[src/rtl/multdiv_pkg.sv]
// Shared types and constants for the multiply/divide sequencer.
package multdiv_pkg;

    typedef enum logic [2:0] {
        ST_IDLE  = 3'd0,
        ST_START = 3'd1,
        ST_BUSY  = 3'd2,
        ST_DRAIN = 3'd3,
        ST_DONE  = 3'd4
    } md_state_e;

    // Codes written to $rstatus when the multdiv unit raises an exception.
    localparam int unsigned RSTATUS_MULT_EXC    = 4;
    localparam int unsigned RSTATUS_DIV_EXC     = 5;
    localparam int unsigned RSTATUS_REG_DEFAULT = 30;

endpackage

[src/rtl/multdiv_watchdog.sv]
// Cycle counter that flags when an enabled count reaches TIMEOUT-1.
module multdiv_watchdog #(
    parameter int unsigned TIMEOUT = 64
) (
    input  logic clock,
    input  logic reset,
    input  logic clear,
    input  logic enable,
    output logic expired_c
);

    localparam int unsigned CNT_W = (TIMEOUT > 1) ? $clog2(TIMEOUT) : 1;

    logic [CNT_W-1:0] count_q;
    logic [CNT_W-1:0] count_d;

    assign expired_c = enable && (count_q == CNT_W'(TIMEOUT - 1));

    // Next count: clear wins, otherwise count up while enabled and not at the limit.
    always_comb begin
        count_d = count_q;
        if (clear) begin
            count_d = '0;
        end else if (enable && !expired_c) begin
            count_d = count_q + CNT_W'(1);
        end
    end

    // Counter register.
    always_ff @(posedge clock) begin
        if (reset) begin
            count_q <= '0;
        end else begin
            count_q <= count_d;
        end
    end

endmodule

[src/rtl/multdiv_controller.sv]
// Sequencer for the shared multiply/divide unit: accept, start, stall, write back.
module multdiv_controller
    import multdiv_pkg::*;
#(
    parameter int unsigned WIDTH       = 32,
    parameter int unsigned REG_BITS    = 5,
    parameter int unsigned TIMEOUT     = 64,
    parameter int unsigned RSTATUS_REG = RSTATUS_REG_DEFAULT
) (
    input  logic                clock,
    input  logic                reset,
    input  logic                op_valid,
    input  logic                op_is_div,
    input  logic [WIDTH-1:0]    op_a,
    input  logic [WIDTH-1:0]    op_b,
    input  logic [REG_BITS-1:0] op_rd,
    input  logic                flush,
    input  logic [WIDTH-1:0]    md_result,
    input  logic                md_ready,
    input  logic                md_exception,
    output logic                md_ctrl_mult,
    output logic                md_ctrl_div,
    output logic [WIDTH-1:0]    md_a,
    output logic [WIDTH-1:0]    md_b,
    output logic                stall,
    output logic                wb_valid,
    output logic [REG_BITS-1:0] wb_rd,
    output logic [WIDTH-1:0]    wb_data,
    output logic                busy,
    output logic                timeout_err
);

    md_state_e           state_q, state_d;
    logic                is_div_q, is_div_d;
    logic [WIDTH-1:0]    a_q, a_d;
    logic [WIDTH-1:0]    b_q, b_d;
    logic [REG_BITS-1:0] rd_q, rd_d;
    logic [WIDTH-1:0]    result_q, result_d;
    logic                exc_q, exc_d;
    logic                timeout_err_q, timeout_err_d;

    logic accept;
    logic wd_enable;
    logic wd_expired;

    assign accept    = (state_q == ST_IDLE) && op_valid && !flush;
    assign wd_enable = (state_q == ST_BUSY) || (state_q == ST_DRAIN);

    multdiv_watchdog #(
        .TIMEOUT(TIMEOUT)
    ) u_watchdog (
        .clock    (clock),
        .reset    (reset),
        .clear    (state_q == ST_START),
        .enable   (wd_enable),
        .expired_c(wd_expired)
    );

    // State and datapath registers.
    always_ff @(posedge clock) begin
        if (reset) begin
            state_q       <= ST_IDLE;
            is_div_q      <= 1'b0;
            a_q           <= '0;
            b_q           <= '0;
            rd_q          <= '0;
            result_q      <= '0;
            exc_q         <= 1'b0;
            timeout_err_q <= 1'b0;
        end else begin
            state_q       <= state_d;
            is_div_q      <= is_div_d;
            a_q           <= a_d;
            b_q           <= b_d;
            rd_q          <= rd_d;
            result_q      <= result_d;
            exc_q         <= exc_d;
            timeout_err_q <= timeout_err_d;
        end
    end

    // Next state; a result arriving alongside a flush still gets written back.
    always_comb begin
        state_d = state_q;
        unique case (state_q)
            ST_IDLE:  if (accept) state_d = ST_START;
            ST_START: state_d = ST_BUSY;
            ST_BUSY: begin
                if (md_ready) begin
                    state_d = ST_DONE;
                end else if (wd_expired) begin
                    state_d = ST_IDLE;
                end else if (flush) begin
                    state_d = ST_DRAIN;
                end
            end
            ST_DRAIN: if (md_ready || wd_expired) state_d = ST_IDLE;
            ST_DONE:  state_d = ST_IDLE;
            default:  state_d = ST_IDLE;
        endcase
    end

    // Operand latch on accept, result capture in BUSY, sticky watchdog flag.
    always_comb begin
        is_div_d      = is_div_q;
        a_d           = a_q;
        b_d           = b_q;
        rd_d          = rd_q;
        result_d      = result_q;
        exc_d         = exc_q;
        timeout_err_d = timeout_err_q;
        if (accept) begin
            is_div_d = op_is_div;
            a_d      = op_a;
            b_d      = op_b;
            rd_d     = op_rd;
        end
        if ((state_q == ST_BUSY) && md_ready) begin
            result_d = md_result;
            exc_d    = md_exception;
        end
        if (wd_expired && !md_ready) begin
            timeout_err_d = 1'b1;
        end
    end

    // Outputs decoded from the current state.
    always_comb begin
        md_ctrl_mult = 1'b0;
        md_ctrl_div  = 1'b0;
        stall        = 1'b0;
        wb_valid     = 1'b0;
        wb_rd        = '0;
        wb_data      = '0;
        busy         = (state_q != ST_IDLE);
        unique case (state_q)
            ST_IDLE:  stall = op_valid && !flush;
            ST_START: begin
                stall        = 1'b1;
                md_ctrl_div  = is_div_q;
                md_ctrl_mult = !is_div_q;
            end
            ST_BUSY:  stall = 1'b1;
            ST_DRAIN: stall = 1'b0;
            ST_DONE: begin
                if (exc_q) begin
                    wb_valid = 1'b1;
                    wb_rd    = REG_BITS'(RSTATUS_REG);
                    wb_data  = is_div_q ? WIDTH'(RSTATUS_DIV_EXC) : WIDTH'(RSTATUS_MULT_EXC);
                end else begin
                    wb_valid = (rd_q != '0);
                    wb_rd    = rd_q;
                    wb_data  = result_q;
                end
            end
            default: stall = 1'b0;
        endcase
    end

    assign md_a        = a_q;
    assign md_b        = b_q;
    assign timeout_err = timeout_err_q;

endmodule

[config.mk]
export PLATFORM = sky130hd
export DESIGN_NAME = multdiv_controller
export DESIGN_NICKNAME = d
export VERILOG_FILES = /design/src/rtl/multdiv_pkg.sv /design/src/rtl/multdiv_watchdog.sv /design/src/rtl/multdiv_controller.sv
export SDC_FILE = /design/constraint.sdc
export NUM_CORES = 1
export LEC_CHECK = 0
export ABC_AREA = 0
export CAP_MARGIN = 20
export CORE_ASPECT_RATIO = 1.2
export CORE_MARGIN = 8
export CORE_UTILIZATION = 35
export CTS_BUF_LIST = sky130_fd_sc_hd__clkbuf_8
export CTS_CLUSTER_DIAMETER = 30
export DETAILED_ROUTE_END_ITERATION = 12
export DONT_BUFFER_PORTS = 1
export PLACE_DENSITY = 0.56
export SLEW_MARGIN = 20
export SYNTH_ARGS = -nofsm -noshare
export SYNTH_HDL_FRONTEND = slang
export SYNTH_SLANG_ARGS = --single-unit
[constraint.sdc]
create_clock -name clock -period 2.2 [get_ports clock]
set_input_delay 0.22 -clock clock [delete_from_list [all_inputs] [get_ports clock]]
set_output_delay 0.22 -clock clock [all_outputs]
set_load 0.01 [all_outputs]
==> results.md, run 1 <==
* Status: completed
* # port buffers at 0
* Worst R2R Start: state_q[2]
* Ports at 215
* R2R depth at 6
* Hold path cells at 3
* Clk slew on worst S/H paths at 0.07 ns
* Post-route cell area at 6297 um2
* Core Area at 13,580 um2
* Initial DRC count at 226
* CTS tree: done
* Fin nets at 776
* PwrDens at 726.7 nW/um2
* Register area share after synthesis at 0.4727
* Die height at 144.1 um
* HP Class: in2reg
* Final core utilization at 0.4636
* Largest net degree at the start of global routing at 111
* Gr usage total at 0.1676
* DR vias at 4,563
* Global route overflow at 0
* Final Max Tran Viols at 0
* Asr flop ratio synth at 0
* Final worst slack at 0.1408 ns
* Post-route total power at 4.576 mW
* Hold_ws at 0.1442 ns
* Post-synth EDFFs at 0
* Final setup skew at 0.01172 ns
* ANT nets after route at 0
* Initial antenna violation count at 0
* First-pass GRT wire length at 23,430 um
* Reg2reg setup slack at 0.14 ns
* Root Driver: clkbuf_8
* Max VDD drop at 313.6 uV
* Net count after synthesis at 688
* Endpoint, Worst Hold: timeout_err
* Required time worst endpoint at 2.56 ns
* Setup tns final at 0 ns
* Synthesis Warnings at 0
* CP Class: reg2reg
* Placed insts at 698
* Row Count at 47
* Die Width at 122.7 um
* Layout cell share with drive strength beyond 1 at 0.07647
* Worst Setup Start Kind: flip-flop
* CTS buffer count at 17
* Fin cells at 851
* WL final at 15,410 um
* Cell Area, Synth at 4786 um2
* Worst-Skew Late Latency at 0.43 ns
* HPWL after DPL at 9249 um
* Achievable frequency at 0.4856 GHz
* Unique masters post-synth at 40
* Initial Utilization at 0.3523
* Synth Register Bits at 113
* Minimum clock period at 2.059 ns
* MaxCap Viol Count at 0
* Die area at 17,690 um2
* Slew headroom at 0.4500
* DRC viols at 0
* Maximum buffer depth of the clock tree at 2
* WL per Instance at 18.11 um
* DRT Pass-1 Iters at 4
* Syn Area/Cell at 8.266 um2
* Final Hold Vio Count at 0
* Main flop type after synthesis: dfxtp_1
* Critical Path Sink Type: flip-flop
* Tightest Pin Transition at 0.8250 ns
* Area after DPL at 4662 um2
* Clock sink count at 113
* RSZ-0062 raised after global routing: no
* Hold path startpoint: md_ready
* Leak pwr at 2.150 nW
* Crit path DAT at 2.42 ns
* Vias per cell at 5.362
* Gate Count Post-Synth at 579
* Setup Viol. Count Final at 0
* Tcrit/Tclk final at 0.9360
* Vias in the first global route at 4,467
* Setup WS pre-CTS at 0.3307 ns
* Placer Congestion at 0.7695
* H-tree Lvls at 4
* RR Endpoint: md_b[16]
* N_diodes at 0
* Area grow syn2layout at 31.58%
* Critical path fanouts, max at 54
-- Yosys cell counts (3+ instances only) --
| cell | instances | share of area |
|---|---|---|
| o21ai_1 | 70 | 0.073 |
| a311oi_1 | 3 | 0.0055 |
| nand3_1 | 71 | 0.074 |
| nor2_1 | 16 | 0.013 |
| a21oi_1 | 105 | 0.11 |
| or3b_2 | 3 | 0.0055 |
| dfxtp_1 | 113 | 0.47 |
| clkbuf_1 | 23 | 0.018 |
| nand3b_1 | 4 | 0.0063 |
| mux2i_1 | 4 | 0.0084 |
| clkbuf_2 | 3 | 0.0031 |
| nand2_1 | 69 | 0.054 |
| inv_1 | 5 | 0.0039 |
| buf_6 | 24 | 0.056 |
| buf_2 | 8 | 0.0084 |
| and2_1 | 31 | 0.041 |
-- repair_timing --
action | in CTS | in global routing
setup endpoints to repair | 31 | 31
hold buffers | 119 | 0
gates cloned | 0 | 0
endpoints found under the hold margin | 110 | 0
buffers inserted | 0 | 2
gates resized for setup | 2 | 3
pin swaps | 0 | 1
-- flip-flops by register name (all words and copies together), names as in the netlist --
| signal | cells |
|---|---|
| result_q | 32 |
| rd_q | 5 |
| u_watchdog.count_q | 6 |
| md_a | 32 |
| exc_q | 1 |
| state_q | 3 |
| md_b | 32 |
| timeout_err | 1 |
| is_div_q | 1 |
-- area by class of cell --
type,count,area (um2)
fill,1292,7287
timing repair buffer,128,1326
inverter,5,18.77
multi-input combinational,402,2092
clock buffer,17,234.0
sequential,113,2265
clock inverter,15,147.6
tap,171,214.0
-- per-layer routing --
metal	global-route usage	up-vias	share of wire
li1	-	2181	-
met4	0.07391	0	0.020
met5	0	-	0
met3	0.07227	23	0.11
met2	0.2806	197	0.49
met1	0.1792	2162	0.38
-- power breakdown --
part | internal (mW) | switching [mW]
registers | 2.12 | 0.0885
logic | 0.238 | 0.257
clock network | 0.995 | 0.875
-- worst max path at each step --
stage                     from     endpoint  slack [ns]  cells after the start
floorplan           state_q[0]  wb_data[10]        0.59                      6
global placement    state_q[1]     wb_rd[0]        0.40                      4
detailed placement  state_q[1]  wb_data[29]        0.33                      4
CTS                 state_q[1]  wb_data[29]       0.004                      4
global route        state_q[2]        stall        0.03                      5
finish              state_q[2]     md_b[16]        0.14                      6
-- critical path, cell delays in order, from the launching register on --
cell	delay, ns
dfxtp_1	0.32
buf_4	0.17
nor4_4	0.32
buf_12	0.28
nand3_1	0.15
dlygate4sd3_1	0.58
a21oi_1	0.13
-- cells in the final DEF, fill, tap and decap left out, types with 2 or more instances in the layout --
master           n
buf_16           2
nand3b_1         4
dfxtp_1        111
buf_4            6
nor3b_1          2
dlygate4sd3_1  117
mux2i_1          4
clkinv_2         3
and2_1          31
or3b_2           3
o21ai_1         70
buf_12           2
a21oi_1        105
nor4_1           2
nor2_1          16
a311oi_1         3
bufinv_16        2
clkinvlp_4       4
clkinv_4         4
nand3_1         71
clkbuf_8        17
nand2_1         69
dfxtp_2          2
inv_1            6
o21ai_0          2
-- cells by family after synthesis --
kind of cell,Yosys count,synth area share
adder cells (fa/ha/maj),1,0.002614
AO/OA/AOI/OAI,186,0.2013
buffers and inverters,64,0.09072
AND/OR/NAND/NOR,210,0.2225
multiplexers,4,0.008366
flip-flops,113,0.4727
XOR/XNOR,1,0.001830
(Power assumes the default switching activity.)
==> inputs of run 2 (changes only) <==
- CORE_UTILIZATION: 35 -> 55
- GPL_ROUTABILITY_DRIVEN: unset -> 0
- PLACE_DENSITY: 0.56 -> 0.77
==> run 2 against run 1 <==
The flow now stops in clock tree synthesis. Synthesized cell count stayed put. Area after synthesis is the same.
==> results.md, run 2 <==
* CTS buffer count at 17 (unchanged)
* Synth area leaders: dfxtp_1, a21oi_1, nand3_1
* H-tree Lvls at 4 (unchanged)
* Net count after synthesis at 688 (unchanged)
* Err: [ERROR RSZ-0060] Max buffer count reached.
* Setup WS pre-CTS at 0.2800 ns (-0.05063 ns)
* HPWL after DPL at 8666 um (-6.3%)
* Die Width at 101.2 um (-18%)
* Post-synth EDFFs at 0 (unchanged)
* Clock sink count at 113 (unchanged)
* Cell taking the most area after synthesis: dfxtp_1
* Initial Utilization at 0.5618 (+0.2095)
* Post-CTS setup buffer count at 0 (unchanged)
* Root Driver: clkbuf_8
* Status: stopped before the end
* Hold buffers post-CTS at 135 (+13%)
* Unique masters post-synth at 40 (unchanged)
* Ports at 215 (unchanged)
* Maximum buffer depth of the clock tree at 2 (unchanged)
* Cell Area, Synth at 4786 um2 (unchanged)
* Die height at 118.2 um (-18%)
* Row Count at 37 (-21%)
* Main flop type after synthesis: dfxtp_1
* # port buffers at 0 (unchanged)
* Synth Register Bits at 113 (unchanged)
* Gate Count Post-Synth at 579 (unchanged)
* Top-count cell post-synth: dfxtp_1
* Yosys top cell area share at 0.4727 (unchanged)
* Asr flop ratio synth at 0 (unchanged)
* Last stage the flow got to: clock tree synthesis
* Cts repair resizes at 2 (unchanged)
* Syn Area/Cell at 8.266 um2 (unchanged)
* Synthesis Warnings at 0 (unchanged)
* Post-synth top cells: dfxtp_1, a21oi_1, nand3_1
* Register area share after synthesis at 0.4727 (unchanged)
run 2: cell counts after synthesis:
No cell type changed its count.
run 2: cell families after synthesis:
family | share of synthesized area
adders and majority gates | 0.002614
xor gates and xnor gates | 0.001830
DFF | 0.4727
buffers and inverters | 0.09072
and+or+nand+nor | 0.2225
AOI/OAI and AO/OA | 0.2013
muxes | 0.008366
run 2: through the flow:
step | instances | instance area, um2
3_5_place_dp | 642 | 4579
3_3_place_gp | 642 | 4579
2_1_floorplan | 579 | 4786
==> inputs of run 3 (changes only) <==
- CORE_ASPECT_RATIO: 1.2 -> unset
- CORE_UTILIZATION: 55 -> 40
- CTS_BUF_LIST: sky130_fd_sc_hd__clkbuf_8 -> unset
- CTS_CLUSTER_DIAMETER: 30 -> unset
- PLACE_DENSITY: 0.77 -> unset
- PLACE_DENSITY_LB_ADDON: unset -> 0.15
==> run 3 against run 2 <==
The run again fails in clock tree synthesis. Area after synthesis unchanged. Synthesized cell count unchanged.
==> results.md, run 3 <==
* Status: stopped before the end
* Last stage the flow got to: clock tree synthesis
* Err: [ERROR RSZ-0060] Max buffer count reached.
* # port buffers at 0 (unchanged)
* Post-synth EDFFs at 0 (unchanged)
* Asr flop ratio synth at 0 (unchanged)
* Ports at 215 (unchanged)
* Synth area leaders: dfxtp_1, a21oi_1, nand3_1
* Cts repair resizes at 2 (unchanged)
* Maximum buffer depth of the clock tree at 2 (unchanged)
* Post-synth top cells: dfxtp_1, a21oi_1, nand3_1
* Register area share after synthesis at 0.4727 (unchanged)
* Synth Register Bits at 113 (unchanged)
* Placed insts at 673 (+4.8%)
* Main flop type after synthesis: dfxtp_1
* Gate Count Post-Synth at 579 (unchanged)
* CTS buffer count at 17 (unchanged)
* Cell taking the most area after synthesis: dfxtp_1
* Post-CTS setup buffer count at 0 (unchanged)
* Row Count at 40 (+8.1%)
* HPWL after DPL at 9035 um (+4.3%)
* Unique masters post-synth at 40 (unchanged)
* Net count after synthesis at 688 (unchanged)
* Clock sink count at 113 (unchanged)
* Cell Area, Synth at 4786 um2 (unchanged)
* Setup WS pre-CTS at 0.3206 ns (+0.04060 ns)
* Top-count cell post-synth: dfxtp_1
* Hold buffers post-CTS at 143 (+5.9%)
* Initial Utilization at 0.4035 (-0.1584)
* Yosys top cell area share at 0.4727 (unchanged)
* Die height at 125.4 um (+6.1%)
* Synthesis Warnings at 0 (unchanged)
* Syn Area/Cell at 8.266 um2 (unchanged)
* Die Width at 125.4 um (+24%)
* Root Driver: clkbuf_16
* H-tree Lvls at 4 (unchanged)
-- run 3: cell counts after synthesis --
No cell type changed its count.
-- run 3: metrics by stage --
stage | utilization | instance area, um2 | hold WS [ns]
3_3_place_gp | 0.3899 | 4624 | 0.3000
3_5_place_dp | 0.3899 | 4624 | 0.3021
2_1_floorplan | - | 4786 | 0.3560
-- run 3: cell families after synthesis --
family,count (synthesis),share of synthesized area
and+or+nand+nor,210,0.2225
AOI/OAI and AO/OA,186,0.2013
DFF,113,0.4727
buffers and inverters,64,0.09072
muxes,4,0.008366
xor gates and xnor gates,1,0.001830
adders and majority gates,1,0.002614
